--- config.mk ---
export PLATFORM = sky130hd
export DESIGN_NAME = psk_symbol_modulator
export DESIGN_NICKNAME = d
export VERILOG_FILES = /design/src/rtl/psk_symbol_modulator.sv
export SDC_FILE = /design/constraint.sdc
export NUM_CORES = 1
export LEC_CHECK = 0
export BUFFER_PORTS_ARGS = -buffer_cell sky130_fd_sc_hd__buf_2
export CAP_MARGIN = 20
export CORE_ASPECT_RATIO = 1.5
export CORE_MARGIN = 1.5
export CORE_UTILIZATION = 50
export DETAILED_ROUTE_END_ITERATION = 6
export PLACE_DENSITY_LB_ADDON = 0.05
export SYNTH_ARGS = -nofsm -noshare
export SYNTH_HDL_FRONTEND = slang
export SYNTH_SLANG_ARGS = --single-unit
--- constraint.sdc ---
create_clock -name clk -period 13.2 [get_ports clk]
set_input_delay 0.66 -clock clk [delete_from_list [all_inputs] [get_ports clk]]
set_output_delay 0.66 -clock clk [all_outputs]
set_load 0.005 [all_outputs]
--- src/rtl/psk_symbol_modulator.sv ---
// BPSK/QPSK symbol modulator: buffers serial bits, forms one symbol per SPS carrier samples,
// and emits saturated modulated samples one cycle after each carrier tick.
module psk_symbol_modulator #(
  parameter int unsigned DATA_W = 12,
  parameter int unsigned SPS    = 16
) (
  input  logic              clk,
  input  logic              rst_n,
  input  logic              mode,
  input  logic              sample_en,
  input  logic [DATA_W-1:0] cos_in,
  input  logic [DATA_W-1:0] sin_in,
  input  logic              bit_in,
  input  logic              bit_valid,
  output logic              bit_ready,
  output logic [DATA_W-1:0] mod_out,
  output logic              mod_valid,
  output logic              sym_start,
  output logic              underrun
);

  localparam int unsigned CntW = (SPS > 1) ? $clog2(SPS) : 1;
  localparam int unsigned ExtW = DATA_W + 2;

  typedef enum logic [1:0] {StIdle, StRun, StMute} state_e;

  state_e            state_q, state_d;
  logic              mode_q, mode_d;
  logic [1:0]        sym_q, sym_d;
  logic [1:0]        buf_q, buf_d;
  logic [1:0]        cnt_q, cnt_d;
  logic [CntW-1:0]   sym_cnt_q, sym_cnt_d;
  logic [DATA_W-1:0] mod_out_q;
  logic              mod_valid_q, sym_start_q, underrun_q;

  logic              accept, boundary, enough;
  logic [1:0]        need;

  logic signed [ExtW-1:0] c_ext, s_ext, i_term, q_term, sum, y;
  logic signed [ExtW-1:0] max_v, min_v;
  logic [DATA_W-1:0]      sat_val, sample_val;

  always_comb begin
    bit_ready = (cnt_q < 2'd2);
    accept    = bit_valid && bit_ready;
    boundary  = sample_en && (sym_cnt_q == '0);
    need      = mode ? 2'd2 : 2'd1;
    enough    = (cnt_q >= need);

    state_d = state_q;
    mode_d  = mode_q;
    sym_d   = sym_q;
    buf_d   = buf_q;
    cnt_d   = cnt_q;

    if (boundary) begin
      mode_d = mode;
      if (enough) begin
        state_d = StRun;
        sym_d   = mode ? buf_q : {1'b0, buf_q[0]};
        // Pop the oldest bit(s); survivors shift down to slot 0.
        if (mode) begin
          buf_d = 2'b00;
          cnt_d = 2'd0;
        end else begin
          buf_d = {1'b0, buf_q[1]};
          cnt_d = cnt_q - 2'd1;
        end
      end else begin
        state_d = StMute;
      end
    end

    // Append after any pop; accept implies cnt_d <= 1 here.
    if (accept) begin
      buf_d[cnt_d[0]] = bit_in;
      cnt_d           = cnt_d + 2'd1;
    end

    if (sample_en) begin
      sym_cnt_d = (sym_cnt_q == CntW'(SPS - 1)) ? '0 : sym_cnt_q + 1'b1;
    end else begin
      sym_cnt_d = sym_cnt_q;
    end
  end

  // Datapath uses the post-boundary symbol so the boundary sample already carries it.
  always_comb begin
    c_ext  = $signed({{2{cos_in[DATA_W-1]}}, cos_in});
    s_ext  = $signed({{2{sin_in[DATA_W-1]}}, sin_in});
    i_term = sym_d[0] ? c_ext : -c_ext;
    q_term = sym_d[1] ? s_ext : -s_ext;
    sum    = i_term + q_term;
    max_v  = $signed({3'b000, {(DATA_W-1){1'b1}}});
    min_v  = $signed({3'b111, {(DATA_W-1){1'b0}}});

    if (mode_d) begin
      y = sum >>> 1;
    end else begin
      y = sym_d[0] ? s_ext : -s_ext;
    end

    if (y > max_v) begin
      sat_val = max_v[DATA_W-1:0];
    end else if (y < min_v) begin
      sat_val = min_v[DATA_W-1:0];
    end else begin
      sat_val = y[DATA_W-1:0];
    end

    sample_val = (state_d == StRun) ? sat_val : '0;
  end

  always_ff @(posedge clk or negedge rst_n) begin
    if (!rst_n) begin
      state_q     <= StIdle;
      mode_q      <= 1'b0;
      sym_q       <= '0;
      buf_q       <= '0;
      cnt_q       <= '0;
      sym_cnt_q   <= '0;
      mod_out_q   <= '0;
      mod_valid_q <= 1'b0;
      sym_start_q <= 1'b0;
      underrun_q  <= 1'b0;
    end else begin
      state_q     <= state_d;
      mode_q      <= mode_d;
      sym_q       <= sym_d;
      buf_q       <= buf_d;
      cnt_q       <= cnt_d;
      sym_cnt_q   <= sym_cnt_d;
      mod_valid_q <= sample_en;
      sym_start_q <= boundary;
      underrun_q  <= boundary && !enough;
      if (sample_en) begin
        mod_out_q <= sample_val;
      end
    end
  end

  assign mod_out   = mod_out_q;
  assign mod_valid = mod_valid_q;
  assign sym_start = sym_start_q;
  assign underrun  = underrun_q;

endmodule

# == Word-level counts from Yosys, hierarchy flattened ==
# Cells that the tools add are included.
# Widths: inputs -> output; s select.
# totals
regBits,28
inputBits,30
out_inout_bits,16
word_cells,56
# classes
add_sub_neg,6
n_lt_le_gt_ge,6
n_eq_ne,2
mux,26
n_reduce_logical,6
# op_table
cell,n
$mux 14,4
$mux 12,3
$neg 12->14,2
$mux 2,13
$add 14x14->14,1
$gt 14x12->1 const B,1
$lt 14x12->1 const B,1
$add 4x1->4 const B,1
$eq 4x4->1 const B,1
$logic_and 1x1->1,4
$logic_not 4->1,1
$mux 4,1
$mux 1,3
$add 2x1->2 const B,1
$bwmux 2,1
$eq 2x1->1 const B,1
$ge 2x2->1,1
$lt 1x2->1 const B,1
$lt 2x2->1 const B,1
$sub 2x1->2 const B,1
$demux 1 s1,1
$ge 1x1->1 const B,1
$logic_not 1->1,1

# == Longest topological paths before layout ==
# logic_depth
word_depth,11
ltp_mapped,22
depth_no_buf,20

# == Least setup slack after synthesis ==
# OpenSTA, ideal clock, no wires.
# synth_path
path_type,in2reg
from,input port mode
to,register mod_out_q[0] (netlist: mod_out[0])
setup_time_ps,90
arrival_time_ps,4647
required_ps,13110
slack_ps,8463
path_stages,20
path_buffers,1
cell_sequence,inv_1 ha_1 nand2b_1 a21oi_1 nand2b_1 a21oi_1 inv_1 buf_1 nor2_1 xor2_1 ha_1 a21oi_1 a21boi_0 or2_1 o311ai_0 o31a_1 xnor3_2 o31ai_4 nand2_1 o221ai_1
# synth_between
elab_chain_len,11
elab_cells_between_ends,19
classes_between,1 x add/sub; 3 x order compare; 1 x eq/ne; 14 x mux
# synth_lines
element,line,source
start: declaration,9,"input logic mode,"
$mux 2 (*),47,need = mode ? 2'd2 : 2'd1;
$ge 2x2->1 (*),48,enough = (cnt_q >= need);
$mux 2 (*),58,if (enough) begin
$mux 2 (*),56,if (boundary) begin
via sym_d[0],29,"logic [1:0] sym_q, sym_d;"
$mux 14,91,i_term = sym_d[0] ? c_ext : -c_ext;
$add 14x14->14,93,sum = i_term + q_term;
$mux 14 (*),97,if (mode_d) begin
$lt 14x12->1,105,end else if (y < min_v) begin
$mux 12,105,
$mux 12 (*),103,if (y > max_v) begin
$mux 12 (*),111,sample_val = (state_d == StRun) ? sat_val : '0;
end signal: assignment,137,mod_out_q <= sample_val;
end: declaration,33,logic [DATA_W-1:0] mod_out_q;
# The timed path passes the listed nets; every way through them passes the cells marked *.
# A chain may end at the register's enable or synchronous reset.

# == Worst setup path after layout ==
# layout_path
from,input port mode
to,register mod_out_q[7] (netlist: mod_out[7])
# layout_between
elab_chain_len,11
elab_cells_between_ends,19
classes_between,1 x add/sub; 3 x order compare; 1 x eq/ne; 14 x mux
# layout_lines
element,line
$mux 2,47
$ge 2x2->1,48
$mux 2,58
$mux 2,56
"$mux 14, on equally long branches","91, 92"
$add 14x14->14,93
$mux 14,97
$lt 14x12->1,105
$mux 12,105
$mux 12,103
$mux 12 (*),111
# Every way passes the cells marked *; elsewhere a longest branch is shown, timed or not.

==> out/results.txt <==
Die Span Y: 91.9 um
Total Power: 0.000803 W
Most common cell in the netlist: nand2_1
Core area: 5120 um2
Worst VDD drop: 0.000131 V
Fmax achieved: 177 MHz
Main synth FF type: dfrtp_1
Final core occ: 58.5%
Mapped Area: 2630 um2
Post-synthesis sequential area ratio: 26.6%
Async SR Flop Fraction: 100%
Pwr dens: 268 nW/um2
Pin count of the biggest net entering global routing: 29
Syn Inst Count: 330
DR WL met3: 186 um
Final setup TNS: 0 ns
Root Buffer: clkbuf_8
Die W: 62.3 um
Placed Cells: 438
DIE AREA: 5720 um2
I/O Buffers: 45
Count of final hold-check violations: 0
Worst Setup Start Kind: primary input
Post-CTS setup buffer count: 0
CP arrival: 5.76 ns
Initial Utilization: 51.4%
Worst clock skew: 0.00621 ns
Fill count: 530
Clock Tree Buf Depth: 2
Average cell area after synthesis: 7.98 um2
CTS tree: done
Dpl ws: 7.30 ns
# rows: 32
Via/cell ratio: 5.64
Post-CTS Hold Fix Bufs: 0
P&R area growth vs syn: 13.8%
WS Path Type: primary input to flip-flop
DR pass1 iterations: 4
First-pass GRT wire length: 10900 um
Post-synth net total: 379
Post-synth EDFFs: 0
Nets: 424
Worst slew pin tran: 0.830 ns
Reg clk slew, reported paths: 0.10 ns
Max FO, Critical Path: 20
# H-tree levels: 1
DRC viols: 0
Post-synth top cells: nand2_1, dfrtp_1, nor2_1, inv_1
Top sig layer: met4
Yosys warning count: 0
Routed Antenna Nets: 0
Post-DP HPWL: 5180 um
Vias in the first global route: 2453
Final setup fails: 0
WL final: 6380 um
RSZ-0062 raised after global routing: false
IO Pins: 46
Fin crit period: 5.65 ns
Grt ovf: 0
Synth top area share: 26.6%
Required time of the critical path: 13.30 ns
Iter 0 DRT Violations: 100
DR WL/cell: 14.4 um
CP endpoint kind: flip-flop
Synthesis-stage register bit count: 28
Total track usage: 23.0%
Initial antenna violation count: 0
Period Utilization, post-route: 42.8%
Clk Latency, worst-skew pair: 0.27 ns
Sink Count: 28
CTS buffer count: 3
Max Slew Vio Count: 0
Pleak: 1.46 nW
Final cell count without fillers: 442
Largest cells by area after synthesis: dfrtp_1, ha_1, nand2_1
Largest area contributor in the netlist: dfrtp_1
Netlist cell types: 60
DR vias: 2494
Post-cts resize count: 0
Status: finished clean
Diodes inserted: 0
Routability Congestion: 0.906
Final worst slack: 7.55 ns
Rel. slew slack: 44.5%
Max capacitance violation total: 0
Routed wl met2: 3300 um
Layout cell share with drive strength beyond 1: 17.1%
Met1 wire length: 2710 um
HP Class: primary input to async pin
==> cell families (layout without fill, tap and decap cells) <==
kind of cell | after synthesis | after routing | synth area share [%]
AO/OA/AOI/OAI | 89 | 89 | 23.7
XOR/XNOR | 36 | 36 | 12.5
adder cells (fa/ha/maj) | 19 | 19 | 9.31
buffers and inverters | 31 | 75 | 4.80
flip-flops | 28 | 28 | 26.6
multiplexers | 1 | 1 | 0.380
AND/OR/NAND/NOR | 126 | 126 | 22.7
==> metal layers <==
layer	vias to the layer above	GRT usage [%]
met2	69	43.1
met5	-	0
met1	1151	27.0
met4	0	9.07
met3	14	1.35
li1	1260	-
==> power by group <==
group | switching (W) | internal, W | leakage [nW]
Combinational | 0.000339 | 0.000255 | 1.08
Sequential | 0.0000216 | 0.000121 | 0.351
Clock | 0.0000254 | 0.0000405 | 0.0357
==> area by class of cell <==
type,count,area (um2),share of cell area (%)
clock buffers,3,41.3,1.38
clock inverters,1,30.0,1.00
inverters,23,86.3,2.88
multi-input cells,271,1810,60.3
flip-flops and latches,28,701,23.4
well taps,68,85.1,2.84
repair buffers,48,248,8.26
==> final timing paths <==
path	start	cells after the start	end	slack [ns]
min reg2reg	sym_cnt_q[3]	1	sym_cnt_q[3]	0.50
max	mode	21	mod_out[7]	7.55
min in group clk	sym_cnt_q[3]	1	sym_cnt_q[3]	0.50
max in group asynchronous	rst_n	1	buf_q[0]	12.41
min	rst_n	1	sym_cnt_q[3]	0.38
max reg2reg	cnt_q[0]	20	mod_out[7]	7.65
==> critical path: stages <==
cell and delay, ns:
buf_2 0.11, inv_1 0.12, ha_1 0.24, nand2b_1 0.14, a21oi_1 0.29, nand2b_1 0.25
a21oi_1 0.09, buf_4 0.21, inv_1 0.37, nor2_1 0.10, xor2_1 0.16, ha_1 0.37
a21oi_1 0.21, a21boi_0 0.14, or2_1 0.24, o311ai_0 0.58, o31a_1 0.25, xnor3_2 0.22
o21ai_2 0.06, a2bb2oi_1 0.67, o221ai_1 0.27
==> state kept, by name, indices dropped and copies added (netlist names) <==
| signal | flops |
|---|---|
| mod_valid | 1 |
| cnt_q | 2 |
| mode_q | 1 |
| buf_q | 2 |
| sym_cnt_q | 4 |
| underrun | 1 |
| sym_start | 1 |
| sym_q | 2 |
| state_q | 2 |
| mod_out | 12 |
==> metrics by stage <==
stage                     hold slack (ns)  instance area (um2)
after floorplan                     0.364                 2630
after detailed placement            0.483                 2930
after CTS                           0.418                 3000
final                               0.384                 3000
after global routing                0.438                 3000
after global placement              0.460                 2930
==> cells in the final DEF (no fill, tap or decap), types with 4 or more instances in the layout <==
master,n
a21oi_1,21
nand2_1,58
xor2_1,14
nor2_1,25
nor3_1,9
xnor2_1,21
dfrtp_1,28
buf_2,45
ha_1,18
o21ai_0,15
nand3_1,7
o2bb2ai_1,7
o21bai_1,4
o221ai_1,6
inv_1,22
nand2b_1,7
a211oi_1,6
Power figures use the tool's default switching activity.
